==> config.mk <==
export PLATFORM = sky130hd
export DESIGN_NAME = slave_if
export DESIGN_NICKNAME = d
export VERILOG_FILES = /design/src/rtl/slave_if.sv
export SDC_FILE = /design/constraint.sdc
export NUM_CORES = 1
export LEC_CHECK = 0
export ABC_CLOCK_PERIOD_IN_PS = 2100
export BUFFER_PORTS_ARGS = -buffer_cell sky130_fd_sc_hd__buf_2
export CORE_MARGIN = 3
export CORE_UTILIZATION = 48
export CTS_CLUSTER_DIAMETER = 40
export DETAILED_ROUTE_END_ITERATION = 16
export PLACE_DENSITY = 0.8
export SLEW_MARGIN = 20
export SYNTH_ARGS = -nofsm -noshare
export SYNTH_HDL_FRONTEND = slang
export SYNTH_SLANG_ARGS = --single-unit
export TNS_END_PERCENT = 5
==> constraint.sdc <==
create_clock -name clk -period 2.1 [get_ports clk]
set_input_delay 0.105 -clock clk [delete_from_list [all_inputs] [get_ports clk]]
set_output_delay 0.105 -clock clk [all_outputs]
set_load 0.03 [all_outputs]
==> src/rtl/slave_if.sv <==
// -----------------------------------------------------------------------------
// slave_if
//
// Slave-side end of the crossbar request/ack protocol. The block accepts one
// transaction from the crossbar and registers it. It then presents that
// transaction to the attached slave and holds it stable until the slave acks.
// Finally it returns a one-cycle ack to the crossbar, carrying the requesting
// master's ID, the read data and an error flag.
//
// A timeout counter turns a slave that never acks into an error response, so
// crossbar arbitration can never lock up behind a hung slave.
//
// Parameters
//   ADDR_W   address width
//   DATA_W   data width
//   ID_W     master ID width
//   TIMEOUT  max REQ cycles waiting for a slave ack; 0 disables the timeout
//
// Ports
//   clk, rst_n             clock (rising edge), asynchronous active-low reset
//   *_from_crossbar        incoming transaction: req, addr, wdata, cmd, id
//   ack/rdata/id/err_to_crossbar
//                          completion pulse and response (valid only in RESP)
//   req/addr/wdata/cmd_to_slave
//                          registered transaction toward the slave (REQ only)
//   ack_from_slave, rdata_from_slave
//                          slave completion and read data
//   busy                   high whenever the FSM is not in IDLE
// -----------------------------------------------------------------------------
module slave_if #(
  parameter int unsigned ADDR_W  = 32,
  parameter int unsigned DATA_W  = 32,
  parameter int unsigned ID_W    = 2,
  parameter int unsigned TIMEOUT = 255
) (
  input  logic              clk,
  input  logic              rst_n,

  input  logic              req_from_crossbar,
  input  logic [ADDR_W-1:0] addr_from_crossbar,
  input  logic [DATA_W-1:0] wdata_from_crossbar,
  input  logic              cmd_from_crossbar,
  input  logic [ID_W-1:0]   id_from_crossbar,

  output logic              ack_to_crossbar,
  output logic [DATA_W-1:0] rdata_to_crossbar,
  output logic [ID_W-1:0]   id_to_crossbar,
  output logic              err_to_crossbar,

  output logic              req_to_slave,
  output logic [ADDR_W-1:0] addr_to_slave,
  output logic [DATA_W-1:0] wdata_to_slave,
  output logic              cmd_to_slave,
  input  logic              ack_from_slave,
  input  logic [DATA_W-1:0] rdata_from_slave,

  output logic              busy
);

  // Counter width holds the value TIMEOUT. It is at least one bit, so the
  // timeout-disabled build still elaborates.
  localparam int unsigned CNT_W = (TIMEOUT < 1) ? 1 : $clog2(TIMEOUT + 1);

  // Counter value in the last REQ cycle before a timeout fires. It is unused
  // when TIMEOUT is 0.
  localparam logic [CNT_W-1:0] CNT_LAST = (TIMEOUT == 0) ? '0 : CNT_W'(TIMEOUT - 1);
  localparam logic [CNT_W-1:0] CNT_MAX  = '1;

  typedef enum logic [1:0] {
    IDLE = 2'd0,
    REQ  = 2'd1,
    RESP = 2'd2
  } state_e;

  state_e state_q, state_d;

  logic [ADDR_W-1:0] addr_q;
  logic [DATA_W-1:0] wdata_q;
  logic              cmd_q;
  logic [ID_W-1:0]   id_q;
  logic [DATA_W-1:0] rdata_q;
  logic              err_q;
  logic [CNT_W-1:0]  cnt_q;

  // Timeout fires in the TIMEOUT-th REQ cycle that has no ack.
  logic timeout_hit;
  assign timeout_hit = (TIMEOUT != 0) && (cnt_q == CNT_LAST);

  // ---------------------------------------------------------------------------
  // State register
  // ---------------------------------------------------------------------------
  // NOTE: sequential state uses non-blocking assignments only, so every
  // flop samples the pre-edge values of the other flops.
  always_ff @(posedge clk or negedge rst_n) begin
    if (!rst_n) begin
      state_q <= IDLE;
    end else begin
      state_q <= state_d;
    end
  end

  // ---------------------------------------------------------------------------
  // Next-state logic
  // ---------------------------------------------------------------------------
  // NOTE: every signal written in a combinational block gets a default
  // first. Otherwise a missed branch would infer a latch.
  always_comb begin
    state_d = state_q;
    unique case (state_q)
      IDLE: if (req_from_crossbar) state_d = REQ;
      // Ack has priority over timeout, but both lead to RESP.
      REQ:  if (ack_from_slave || timeout_hit) state_d = RESP;
      RESP: state_d = IDLE;
      default: state_d = IDLE;
    endcase
  end

  // ---------------------------------------------------------------------------
  // Transaction / response registers and timeout counter
  // ---------------------------------------------------------------------------
  always_ff @(posedge clk or negedge rst_n) begin
    if (!rst_n) begin
      addr_q  <= '0;
      wdata_q <= '0;
      cmd_q   <= 1'b0;
      id_q    <= '0;
      rdata_q <= '0;
      err_q   <= 1'b0;
      cnt_q   <= '0;
    end else begin
      unique case (state_q)
        IDLE: begin
          // A req seen in IDLE is always a fresh transaction.
          if (req_from_crossbar) begin
            addr_q  <= addr_from_crossbar;
            wdata_q <= wdata_from_crossbar;
            cmd_q   <= cmd_from_crossbar;
            id_q    <= id_from_crossbar;
            cnt_q   <= '0;
          end
        end
        REQ: begin
          if (ack_from_slave) begin
            // A write returns zero read data.
            rdata_q <= cmd_q ? '0 : rdata_from_slave;
            err_q   <= 1'b0;
          end else if (timeout_hit) begin
            rdata_q <= '0;
            err_q   <= 1'b1;
          end else if (cnt_q != CNT_MAX) begin
            // Saturate rather than wrap. This matters only when the timeout
            // is disabled.
            cnt_q <= cnt_q + 1'b1;
          end
        end
        default: ;
      endcase
    end
  end

  // ---------------------------------------------------------------------------
  // Output logic: responses are masked outside RESP, and slave-side signals
  // are masked outside REQ. Reset forces IDLE, so all outputs drop to zero
  // at once.
  // ---------------------------------------------------------------------------
  always_comb begin
    ack_to_crossbar   = 1'b0;
    rdata_to_crossbar = '0;
    id_to_crossbar    = '0;
    err_to_crossbar   = 1'b0;
    req_to_slave      = 1'b0;
    addr_to_slave     = '0;
    wdata_to_slave    = '0;
    cmd_to_slave      = 1'b0;
    busy              = (state_q != IDLE);
    unique case (state_q)
      REQ: begin
        req_to_slave   = 1'b1;
        addr_to_slave  = addr_q;
        wdata_to_slave = wdata_q;
        cmd_to_slave   = cmd_q;
      end
      RESP: begin
        ack_to_crossbar   = 1'b1;
        rdata_to_crossbar = rdata_q;
        id_to_crossbar    = id_q;
        err_to_crossbar   = err_q;
      end
      default: ;
    endcase
  end

endmodule

==> out/qor.yml <==
status:
  status: "finished, final reports clean"
drt:
  drt_iter0_markers: 415
  wl_per_cell_um: 15.4
  drc: 0
  vias_per_cell: 5.03
  vias: 4864
  routed_wl_um: 14900
  first_pass_iters: 5
  antenna_left: 0
power:
  p_clk_share_pct: 15.2
  vdd_drop_max_v: 0.000815
  switching_share_pct: 44.6
  intPower_uw: 5680
  p_sw_uw: 4570
  p_leak_uw: 0.00404
  seqPwrFrac_pct: 35.4
  combinationalPowerShare_pct: 49.4
  cellPowerDensity_mw_per_mm2: 1390
logic_synthesis:
  synth_top_area_share_pct: 56.0
  synth_most_common_cell: "nand2_1"
  yosysWarnings: 0
  synth_edf_count: 0
  synth_async_sr_flop_share_pct: 100
  mappedNetlistNets: 639
  synth_top_area_cell: "dfrtp_1"
  synthFlopType: "dfrtp_1"
  yosys-top-cells-count: "nand2_1, dfrtp_1, and2_1"
  ys_seq_area_share_pct: 56.0
  syn_inst: 534
  ys_ff_latch: 110
  syn_avg_cell_area_um2: 9.20
  syn_area_mm2: 0.00491
  yosysUniqueCellTypes: 31
  yosys-top-cells-area: "dfrtp_1, nand2_1, and2_1, a22o_1, clkbuf_1"
placed_design:
  io_buffers: 205
  gp_congestion: 0.908
  placed_cells: 851
  dp_hpwl_um: 8790
  dp_slack_ns: 0.248
die:
  die_width_um: 107
  rows: 36
  core_area_mm2: 0.00986
  die_h_um: 107
  start_util_pct: 49.8
  dieArea_mm2: 0.0115
  io_pins: 206
sta:
  hold_violations: 0
  setup_viol: 0
  rsz0062_at_grt: "false"
  fin_tns_setup_ns: 0
  worst_slack_ns: 0.106
  finalCritPeriodShare_pct: 94.9
  fin_worst_skew_ns: 0.0162
  max_freq_mhz: 502
  min_period_ns: 1.99
  maxSlewHeadroom_pct: 56.4
  holdWs_ns: 0.0314
  worst_pin_slew_ns: 0.649
  slew_viol_final: 0
cells_and_area:
  insertedDiodeCount: 0
  multiInputGateArea_mm2: 0.00199
  area_growth_pct: 49.8
  seq_area_mm2: 0.00275
  fin_nets: 934
  fin_cells: 967
  drive_above_1_share_pct: 29.0
  n_fill_cell: 644
global_routing:
  gr-total-overflow: 0
  antenna_found_initial: 0
  grt_pass1_vias: 4867
  track_usage_pct: 26.0
  grt_max_degree: 55
  grt_pass1_wl_um: 23700
clock_network:
  htreeDepth: 3
  clkSinkCount: 110
  cts-resized-gates: 0
  insertion_delay_ns: 0.37
  cts_tree: "yes"
  path_clk_slew_ns: 0.10
  numCtsBuffers: 9
  cts_buffer_depth: 2
  root_buffer: "clkbuf_8"
job:
  maxCapViolCount: 0
critical_path:
  path_cells: "nor2b_2 -> buf_12 -> and2_1 -> buf_2"
  end_kind: "primary output"
  crit_arrival_ns: 1.89
  critPathLaunchType: "flip-flop"
  ff2ff_path_depth: 5
  crit_path_start: "state_q[1]$_DFFE_PN0P_"
  reg2reg_slack_ns: 0.22
  worstPathRequired_ns: 2.00
  slowest_stage: "dfrtp_1"
  regToRegStartpoint: "cnt_q[0]$_DFFE_PN0P_"
  cp-endpoint: "rdata_to_crossbar[0]"
  path_max_fanout: 28
  path_class: "flip-flop to primary output"
  critPathMaxStageDelay_ns: 0.46
  worstReg2RegEnd: "cnt_q[5]$_DFFE_PN0P_"
worst_hold_path:
  hold_class: "input pin to flip-flop"
## worst max-delay path: cells and delay by family (launching register included)
kind | cells | cell delay [ns]
buffers and inverters | 2 | 0.44
and+or+nand+nor | 2 | 0.62
DFF | 1 | 0.46
## power by group through the flow
stage / registers [µW] / clock network (µW) / logic (µW)
global placement: 3580 / 0 / 4730
detailed placement: 3610 / 0 / 4850
finish: 3620 / 1560 / 5060
CTS: 3580 / 1600 / 5000
floorplan: 3450 / 0 / 3560
global route: 3740 / 1690 / 5540
## registers in the layout, indices dropped and copies added (netlist names)
name,count
cmd_q,1
addr_q,32
rdata_q,32
wdata_q,32
cnt_q,8
err_q,1
id_q,2
state_q,2
## through the flow
stage	area (µm²)	util [%]	total power, µW
global route	7360	74.6	11000
floorplan	4910	-	7010
finish	7360	74.6	10200
detailed placement	6110	61.9	8460
global placement	6110	61.9	8300
CTS	7360	74.6	10200
## logic make-up (layout without fill, tap and decap cells)
logic type	Yosys count	count (layout)	synth area share (%)
mux	1	1	0.204
compound gates	52	52	8.35
buf+inv	43	343	3.77
xor+xnor	1	1	0.178
flops	110	110	56.0
fa+ha+maj	2	2	0.509
simple gates	325	325	31.0
## cell usage in the layout (no fill, tap or decap), types with 3 or more instances in the layout
| cell type | instances |
|---|---|
| a21oi_1 | 5 |
| a22o_1 | 32 |
| and2_1 | 100 |
| buf_12 | 3 |
| buf_2 | 204 |
| buf_4 | 10 |
| bufinv_16 | 3 |
| clkbuf_8 | 10 |
| dfrtp_1 | 110 |
| dlygate4sd3_1 | 100 |
| inv_1 | 10 |
| nand2_1 | 207 |
| o21ai_0 | 4 |
| o221ai_1 | 4 |
## cell type report
type	count	area share [%]
tap	133	2.26
sequential	110	37.4
timing repair buffer	317	29.3
clock inverter	6	1.58
clock buffer	10	1.87
inverter	10	0.510
multi-input combinational	381	27.1
## per-layer routing
| metal | track usage (%) | wire, µm |
|---|---|---|
| met1 | 33.0 | 5810 |
| met2 | 43.1 | 7460 |
| met3 | 5.06 | 1090 |
| met4 | 11.9 | 522 |
| met5 | 0 | 0 |
## how the worst min path moves through the flow
stage / startpoint / end / slack [ns] / cells past startpoint
2_1_floorplan: rst_n / addr_q[0]$_DFFE_PN0P_ / -0.19 / 0
3_3_place_gp: rst_n / rdata_q[2]$_DFFE_PN0P_ / 0.17 / 1
3_5_place_dp: rst_n / rdata_q[4]$_DFFE_PN0P_ / 0.18 / 1
4_1_cts: ack_from_slave / err_q$_DFFE_PN0P_ / 0.008 / 2
5_1_grt: ack_from_slave / err_q$_DFFE_PN0P_ / 0.02 / 2
6_report: ack_from_slave / err_q$_DFFE_PN0P_ / 0.03 / 2
## repair_timing
| action | in CTS | in global routing |
|---|---|---|
| setup buffers | 0 | 0 |
| hold buffers | 100 | 0 |
| hold endpoints to repair | 147 | 0 |
Power figures use the tool's default switching activity.
